===== config.mk =====
export PLATFORM = sky130hd
export DESIGN_NAME = r_reg
export DESIGN_NICKNAME = d
export VERILOG_FILES = /design/src/rtl/router_pkg.sv /design/src/rtl/r_parity_chk.sv /design/src/rtl/r_reg.sv
export SDC_FILE = /design/constraint.sdc
export NUM_CORES = 1
export LEC_CHECK = 0
export CAP_MARGIN = 0
export CORE_MARGIN = 2
export CORE_UTILIZATION = 48
export CTS_CLUSTER_SIZE = 20
export DETAILED_ROUTE_END_ITERATION = 8
export PLACE_DENSITY_LB_ADDON = 0.08
export SYNTH_ARGS = -nofsm -noshare
export SYNTH_HDL_FRONTEND = slang
export SYNTH_SLANG_ARGS = --single-unit

===== constraint.sdc =====
create_clock -name clk -period 1.2 [get_ports clk]
set_input_delay 0.3 -clock clk [delete_from_list [all_inputs] [get_ports clk]]
set_output_delay 0.3 -clock clk [all_outputs]
set_load 0.01 [all_outputs]

===== src/rtl/router_pkg.sv =====
// Shared constants and types for the router register block and its FSM.
package router_pkg;

  // Default byte width of the packet stream.
  localparam int DATA_W_DEF = 8;

  // Destination address value that marks a header as invalid.
  localparam logic [1:0] ADDR_INVALID = 2'b11;

  // One-hot state strobes driven by r_fsm into r_reg.
  typedef struct packed {
    logic detect_add;
    logic lfd;
    logic ld;
    logic laf;
    logic full;
  } state_strobes_t;

endpackage


===== src/rtl/r_parity_chk.sv =====
// Packet parity checker: accumulates the running XOR of header/payload bytes,
// captures the parity byte sent by the source and flags a mismatch one
// cycle after capture. The flag is sticky until the next clear.
module r_parity_chk
  import router_pkg::*;
#(
  parameter int DATA_W = DATA_W_DEF
) (
  input  logic              clk,
  input  logic              resetn,
  input  logic              clear,
  input  logic              xor_en,
  input  logic [DATA_W-1:0] xor_data,
  input  logic              cap_en,
  input  logic [DATA_W-1:0] cap_data,
  output logic              err
);

  logic [DATA_W-1:0] r_int_par;
  logic [DATA_W-1:0] r_pkt_par;
  logic              r_cap_d;
  logic              r_err;

  // Accumulate, capture, then compare on the cycle after capture.
  always_ff @(posedge clk or negedge resetn) begin
    if (!resetn) begin
      r_int_par <= '0;
      r_pkt_par <= '0;
      r_cap_d   <= 1'b0;
      r_err     <= 1'b0;
    end else if (clear) begin
      r_int_par <= '0;
      r_pkt_par <= '0;
      r_cap_d   <= 1'b0;
      r_err     <= 1'b0;
    end else begin
      if (xor_en) r_int_par <= r_int_par ^ xor_data;
      if (cap_en) r_pkt_par <= cap_data;
      r_cap_d <= cap_en;
      if (r_cap_d && (r_int_par != r_pkt_par)) r_err <= 1'b1;
    end
  end

  assign err = r_err;

endmodule


===== src/rtl/r_reg.sv =====
// Router register block: latches the packet header, stages bytes toward the
// destination FIFO, holds the byte that arrived while the FIFO was full and
// tracks packet parity.
//
// Stream semantics: the source presents one byte per cycle in data_in with
// pkt_valid high for header/payload and low for the trailing parity byte.
// fifo_full is a backpressure flag sampled in ld_state: a byte arriving while
// it is high is parked in the full-state byte and replayed in laf_state.
module r_reg
  import router_pkg::*;
#(
  parameter int DATA_W = DATA_W_DEF
) (
  input  logic              clk,
  input  logic              resetn,
  input  logic              pkt_valid,
  input  logic [DATA_W-1:0] data_in,
  input  logic              fifo_full,
  input  logic              detect_add,
  input  logic              lfd_state,
  input  logic              ld_state,
  input  logic              laf_state,
  input  logic              full_state,
  input  logic              rst_int_reg,
  output logic              parity_done,
  output logic              low_packet_valid,
  output logic              err,
  output logic [DATA_W-1:0] dout
);

  state_strobes_t    w_st;
  logic              w_hdr_load;
  logic              w_pd_set_ld;
  logic              w_pd_set_laf;
  logic              w_xor_en;
  logic [DATA_W-1:0] w_xor_data;
  logic [DATA_W-1:0] w_cap_data;
  logic [DATA_W-1:0] r_hdr;
  logic [DATA_W-1:0] r_fsb;

  assign w_st = {detect_add, lfd_state, ld_state, laf_state, full_state};

  // Invalid addresses never overwrite the stored header.
  assign w_hdr_load   = w_st.detect_add && pkt_valid && (data_in[1:0] != ADDR_INVALID);
  // Parity byte taken straight from the stream when the FIFO can accept it.
  assign w_pd_set_ld  = w_st.ld && !fifo_full && !pkt_valid;
  // Parity byte replayed from the full-state byte after backpressure.
  assign w_pd_set_laf = w_st.laf && low_packet_valid && !parity_done;

  assign w_xor_en   = w_st.lfd || (w_st.ld && pkt_valid && !w_st.full);
  assign w_xor_data = w_st.lfd ? r_hdr : data_in;
  assign w_cap_data = w_pd_set_ld ? data_in : r_fsb;

  // Header and full-state byte capture.
  always_ff @(posedge clk or negedge resetn) begin
    if (!resetn) begin
      r_hdr <= '0;
      r_fsb <= '0;
    end else begin
      if (w_hdr_load) r_hdr <= data_in;
      if (w_st.ld && fifo_full) r_fsb <= data_in;
    end
  end

  // Output byte selection toward the destination FIFO.
  always_ff @(posedge clk or negedge resetn) begin
    if (!resetn) begin
      dout <= '0;
    end else if (w_st.lfd) begin
      dout <= r_hdr;
    end else if (w_st.ld && !fifo_full) begin
      dout <= data_in;
    end else if (w_st.laf) begin
      dout <= r_fsb;
    end
  end

  // low_packet_valid: FSM clear wins over the set from a dropped pkt_valid.
  always_ff @(posedge clk or negedge resetn) begin
    if (!resetn) begin
      low_packet_valid <= 1'b0;
    end else if (rst_int_reg) begin
      low_packet_valid <= 1'b0;
    end else if (w_st.ld && !pkt_valid) begin
      low_packet_valid <= 1'b1;
    end
  end

  // parity_done: cleared per packet, set when the parity byte is captured.
  always_ff @(posedge clk or negedge resetn) begin
    if (!resetn) begin
      parity_done <= 1'b0;
    end else if (w_st.detect_add) begin
      parity_done <= 1'b0;
    end else if (w_pd_set_ld || w_pd_set_laf) begin
      parity_done <= 1'b1;
    end
  end

  r_parity_chk #(
    .DATA_W(DATA_W)
  ) u_parity_chk (
    .clk     (clk),
    .resetn  (resetn),
    .clear   (w_st.detect_add),
    .xor_en  (w_xor_en),
    .xor_data(w_xor_data),
    .cap_en  (w_pd_set_ld || w_pd_set_laf),
    .cap_data(w_cap_data),
    .err     (err)
  );

endmodule


== Word level (Yosys, flattened, before mapping) ==
Cells that the tools add are included.

* Bits in registers: 44
* Bits of input ports: 18
* Output and inout bits: 11

* Equality and inequality tests: 2
* Muxes and demuxes: 16
* Bitwise gates (word level): 1
* Reduce and logical (&&, ||, !) cells: 22

{| class="wikitable"
|+ Operator list
! cell !! count
|-
| 2-to-1 mux 8 bit || 9
|-
| logical AND 1 bit || 11
|-
| inequality test 8 bit || 1
|-
| nonzero test 2 bit || 4
|-
| bitwise XOR 8 bit || 1
|-
| 2-to-1 mux 1 bit || 7
|-
| zero test 1 bit || 4
|-
| nonzero test 3 bit || 1
|-
| logical OR 1 bit || 2
|-
| inequality test 2 bit, second input constant || 1
|}

== Longest topological paths before layout ==
* Depth in word-level cells: 6
* Depth in mapped cells: 6

== Hierarchy ==
Synthesis repeated with hierarchy kept, for this count alone.

* Cell total of the unflattened synthesis: 211
* Area, all modules: 2164.6 sq um

{| class="wikitable"
|+ By module, submodules not included
! module !! times used !! cells each !! area an instance (sq um) !! seq. area each (sq um)
|-
| r_reg || 1 || 134 || 1342.5 || 650.6
|-
| r_parity_chk || 1 || 77 || 822.0 || 450.4
|}

== Least setup slack after synthesis ==
Ideal clock, no wire load.

* Path type: reg2reg
* Start: register parity_done
* End: register u_parity_chk.r_pkt_par[7]
* Library setup time: 0.099 ns
* Arrival: 1.144 ns
* Path slack: -0.044 ns
* Cell stages (with the launch flop): 6
* Buffers on the path: 1
* Cells stage by stage: dfrtp_1 inv_1 and3_1 clkbuf_1 nand2_1 a311oi_1

* Longest elaborated chain between the ends: 4

{| class="wikitable"
|+ Ends and longest elaborated chain
! element !! line !! RTL
|-
| start, declared || r_reg.sv:25 || <nowiki>output logic parity_done,</nowiki>
|-
| start signal, assigned || r_reg.sv:92 || <nowiki>parity_done <= 1'b0;</nowiki>
|-
| start signal, assigned || r_reg.sv:94 || <nowiki>parity_done <= 1'b0;</nowiki>
|-
| start signal, assigned || r_reg.sv:96 || <nowiki>parity_done <= 1'b1;</nowiki>
|-
| zero test 1 bit || r_reg.sv:48 || <nowiki>assign w_pd_set_laf = w_st.laf && low_packet_valid && !parity_done;</nowiki>
|-
| logical AND 1 bit || r_reg.sv:48 ||
|-
| logical OR 1 bit || r_reg.sv:108 || <nowiki>.cap_en (w_pd_set_ld || w_pd_set_laf),</nowiki>
|-
| nonzero test 2 bit (no line) || n/a ||
|-
| end signal, assigned || r_parity_chk.sv:38 || <nowiki>if (cap_en) r_pkt_par <= cap_data;</nowiki>
|-
| end, declared || r_parity_chk.sv:20 || <nowiki>logic [DATA_W-1:0] r_pkt_par;</nowiki>
|}

Every way passes these cells.
A chain may end at the register's enable or synchronous reset.

== Worst setup path after layout ==
* Start: register low_packet_valid
* End: register u_parity_chk.r_pkt_par[4]

* Longest elaborated chain between the ends: 4

{| class="wikitable"
|+ Ends and longest elaborated chain
! element !! line !! RTL
|-
| start, declared || r_reg.sv:26 || <nowiki>output logic low_packet_valid,</nowiki>
|-
| start signal, assigned || r_reg.sv:81 || <nowiki>low_packet_valid <= 1'b0;</nowiki>
|-
| start signal, assigned || r_reg.sv:83 || <nowiki>low_packet_valid <= 1'b0;</nowiki>
|-
| start signal, assigned || r_reg.sv:85 || <nowiki>low_packet_valid <= 1'b1;</nowiki>
|-
| logical AND 1 bit (2 in series) || r_reg.sv:48 ||
|-
| logical OR 1 bit || r_reg.sv:108 ||
|-
| nonzero test 2 bit (no line) || n/a ||
|}

Every way passes these cells.

==> results.md <==
- Number of detailed-route iterations in the first pass: 4
- Syn nets: 220
- Commonest non-fill, non-tap cells in the layout: dfrtp_1 (44), nor2_1 (33), nand2_1 (24), buf_4 (20), mux2_2 (14)
- Sink Count: 44
- Core region area: 0.00409 sq mm
- Worst skew pair latency: around 0.30 ns
- Post-synthesis mux area share: 0.0956
- Routed Antenna Nets: 0
- Vias in the first global route: 1,695
- Total CTS buffers: 5
- Vias per Instance: 5.35
- Fin crit share: 0.999
- Clock slew at reported path FFs: ~0.08 ns
- IO Pins: 29
- Max_cap viols: 0
- Fmax: 834 MHz
- Critical path class: reg -> reg
- Worst slew pin tran: 0.246 ns
- Avg Inst Size Synth: 10.2 sq um
- Adder-cell share of the synthesized area: 0
- Compound-Gate Fraction of Synth Area: 0.127
- Max Clock Skew: 0.00896 ns
- Area grow syn2layout: 34.7%
- Critical Path, Cell by Cell: buf_6 -> nand3_2 -> buf_6 -> nand2_1 -> a311oi_2
- Final Hold Vio Count: 0
- First-pass GRT wire length: 8250 um
- Final wirelength: 5040 um
- Largest net degree at the start of global routing: between 40 and 50
- Most common cell after layout, fill and taps aside: dfrtp_1
- TritonCTS clock tree: done
- Largest family of logic cells by synthesized area: simple AND/OR/NAND/NOR gates
- Post-Synth Simple-Gate Area: 0.145
- Total die area: 0.00485 sq mm
- Die H: 69.6 um
- Worst hold slack: 0.377 ns
- Crit path largest cell delay: slightly above 0.4 ns
- Crit path DAT: 1.40 ns
- Syn Inst Count: 202
- DRC viols: 0
- Power per cell area: 1310 mW/mm^2
- Crit-path slowest cell: dfrtp_1
- Sequential share of the synthesized area: 0.533
- Initial Util: 0.506
- Final Max Tran Viols: 0
- Status: completed
- Area of the multi-input gates: 986 sq um
- Grt ovf: 0
- Clock Tree Root: clkbuf_8
- Worst Setup End Kind: flip-flop
- Clock Tree Buf Depth: 2
- Final setup fails: 0
- Row cnt: 23
- # port buffers: 28
- Crit path launch type: flip-flop
- Final layout net count: approximately 280
- Fillers: 325
- Synth area leaders: dfrtp_1 (53%), mux2_2 (7.6%), nor2_1 (6.0%)
- Routed via count: roughly 1,700
- Mapped Area: 0.00207 sq mm
- Yosys top cell by area: dfrtp_1
- Wire per inst: 16.2 um
- WP data required: about 1.4 ns
- Static Leak: 1.29 nW
- Initial antenna violation count: 0
- Die Wd: 69.6 um
- Worst hold-check path type: in -> reg
- Post-synth top area share: 0.533
- N_diodes: 0
- Slew Limit Headroom: 0.836
- Minimum clock period: approximately 1.2 ns
- Reg area: 0.00110 sq mm
- Layout cell share with drive strength beyond 1: 0.322
- Placer Congestion: roughly 0.85
- CP dominant cell by count: buf_6
- Synth Register Bits: 44
- RSZ-0062 raised after global routing: true
- Final setup TNS: 0 ns
- H-tree depth: 2
- Maximum VDD drop: just under 1000 uV
- Cell variety after synth: 25
- Final setup margin: between 0.001 and 0.0015 ns
- Crit-path max FO: 5
- Final Non-Filler Cells: 311
- Placed cells: ~290
- Setup slack at placement: -0.632 ns
- Warnings, synthesis: 0
- Post-detailed-placement half-perimeter wirelength: ~3500 um
- Post-Synth XOR/XNOR Area: 0.0678
- Global Route Usage Sum: 0.217
- DRT iter0 DRCs: about 120
==> repair_timing <==
action                                  in CTS  in global routing
hold buffers                                 1                  0
gates cloned                                 1                  1
setup buffers                                9                  0
hold endpoints to repair                    44                  0
pin swaps                                    6                  5
gates resized for setup                     81                 13
endpoints found under the setup margin      49                 14
==> through the flow <==
stage | power [mW] | util | area [sq um]
after global routing | 3.83 | 0.682 | 2790
after global placement | 2.61 | 0.627 | 2560
final | 3.65 | 0.682 | 2790
after floorplan | 2.24 | - | 2070
after CTS | 3.65 | 0.673 | 2750
after detailed placement | 2.64 | 0.627 | 2560
==> state kept, by name (all words and copies together) (netlist names) <==
register                count
u_parity_chk.r_cap_d        1
u_parity_chk.r_pkt_par      8
dout                        8
parity_done                 1
low_packet_valid            1
r_hdr                       8
r_fsb                       8
u_parity_chk.r_int_par      8
u_parity_chk.err            1
==> layer usage <==
layer / global-route usage / vias to the layer above / wire, um
met2: 0.332 / 43 / 2340
met4: 0.0769 / 0 / 73
met5: 0 / - / 0
li1: - / 801 / -
met3: 0.0567 / 7 / 228
met1: 0.301 / 812 / 2400
==> synth_stat cells <==
master,count
dfrtp_1,44
nor2_1,33
nand2_1,26
mux2_2,14
a21oi_1,10
a21boi_0,8
a311oi_1,8
inv_1,8
xnor2_1,8
xor2_1,8
o21ai_0,6
buf_2,5
mux2i_1,4
a311o_1,3
clkbuf_1,3
and3_1,2
nand3_1,2
nand4_1,2
nor2b_1,2
a21o_1,1
a31oi_1,1
and4bb_1,1
nand2b_1,1
o221ai_1,1
or3_4,1
==> kinds of logic after synthesis <==
group | count (synthesis)
multiplexers | 18
flip-flops | 44
AO/OA/AOI/OAI | 38
buffers and inverters | 16
AND/OR/NAND/NOR | 70
XOR/XNOR | 16
==> cell type report <==
type / count / share of cell area
well taps: 50 / 0.0225
clock buffers: 7 / 0.0346
flip-flops and latches: 44 / 0.395
multi-input cells: 142 / 0.354
repair buffers: 60 / 0.183
inverters: 8 / 0.0108
==> final timing paths <==
| kind | to | slack [ns] | depth (start not counted) | start |
|---|---|---|---|---|
| max in group asynchronous | dout[2]$_DFFE_PN0P_ | 0.49 | 3 | resetn |
| min reg2reg | r_hdr[7]$_DFFE_PN0P_ | 0.52 | 1 | r_hdr[7]$_DFFE_PN0P_ |
| max | u_parity_chk.r_pkt_par[4]$_DFFE_PN0P_ | 0.001 | 5 | low_packet_valid$_DFFE_PN0P_ |
| min in group asynchronous | u_parity_chk.r_int_par[3]$_DFFE_PN0P_ | 0.50 | 3 | resetn |
| max reg2reg | u_parity_chk.r_pkt_par[4]$_DFFE_PN0P_ | 0.001 | 5 | low_packet_valid$_DFFE_PN0P_ |
| min | low_packet_valid$_DFFE_PN0P_ | 0.38 | 3 | ld_state |
==> critical path, delay by kind of cell (launching register included) <==
family / cells / cell delay, ns
AO/OA/AOI/OAI: 1 / 0.29
buffers and inverters: 2 / 0.25
flip-flops: 1 / 0.41
AND/OR/NAND/NOR: 2 / 0.16
==> report_power, final <==
part	leakage, nW	total, mW	internal [mW]	switching (mW)
clock	0.0503	0.999	0.513	0.486
combinational	0.684	0.827	0.442	0.385
sequential	0.553	1.82	1.68	0.146
total	1.29	3.65	2.63	1.02
No activity file was read; power rests on OpenSTA's default activity.
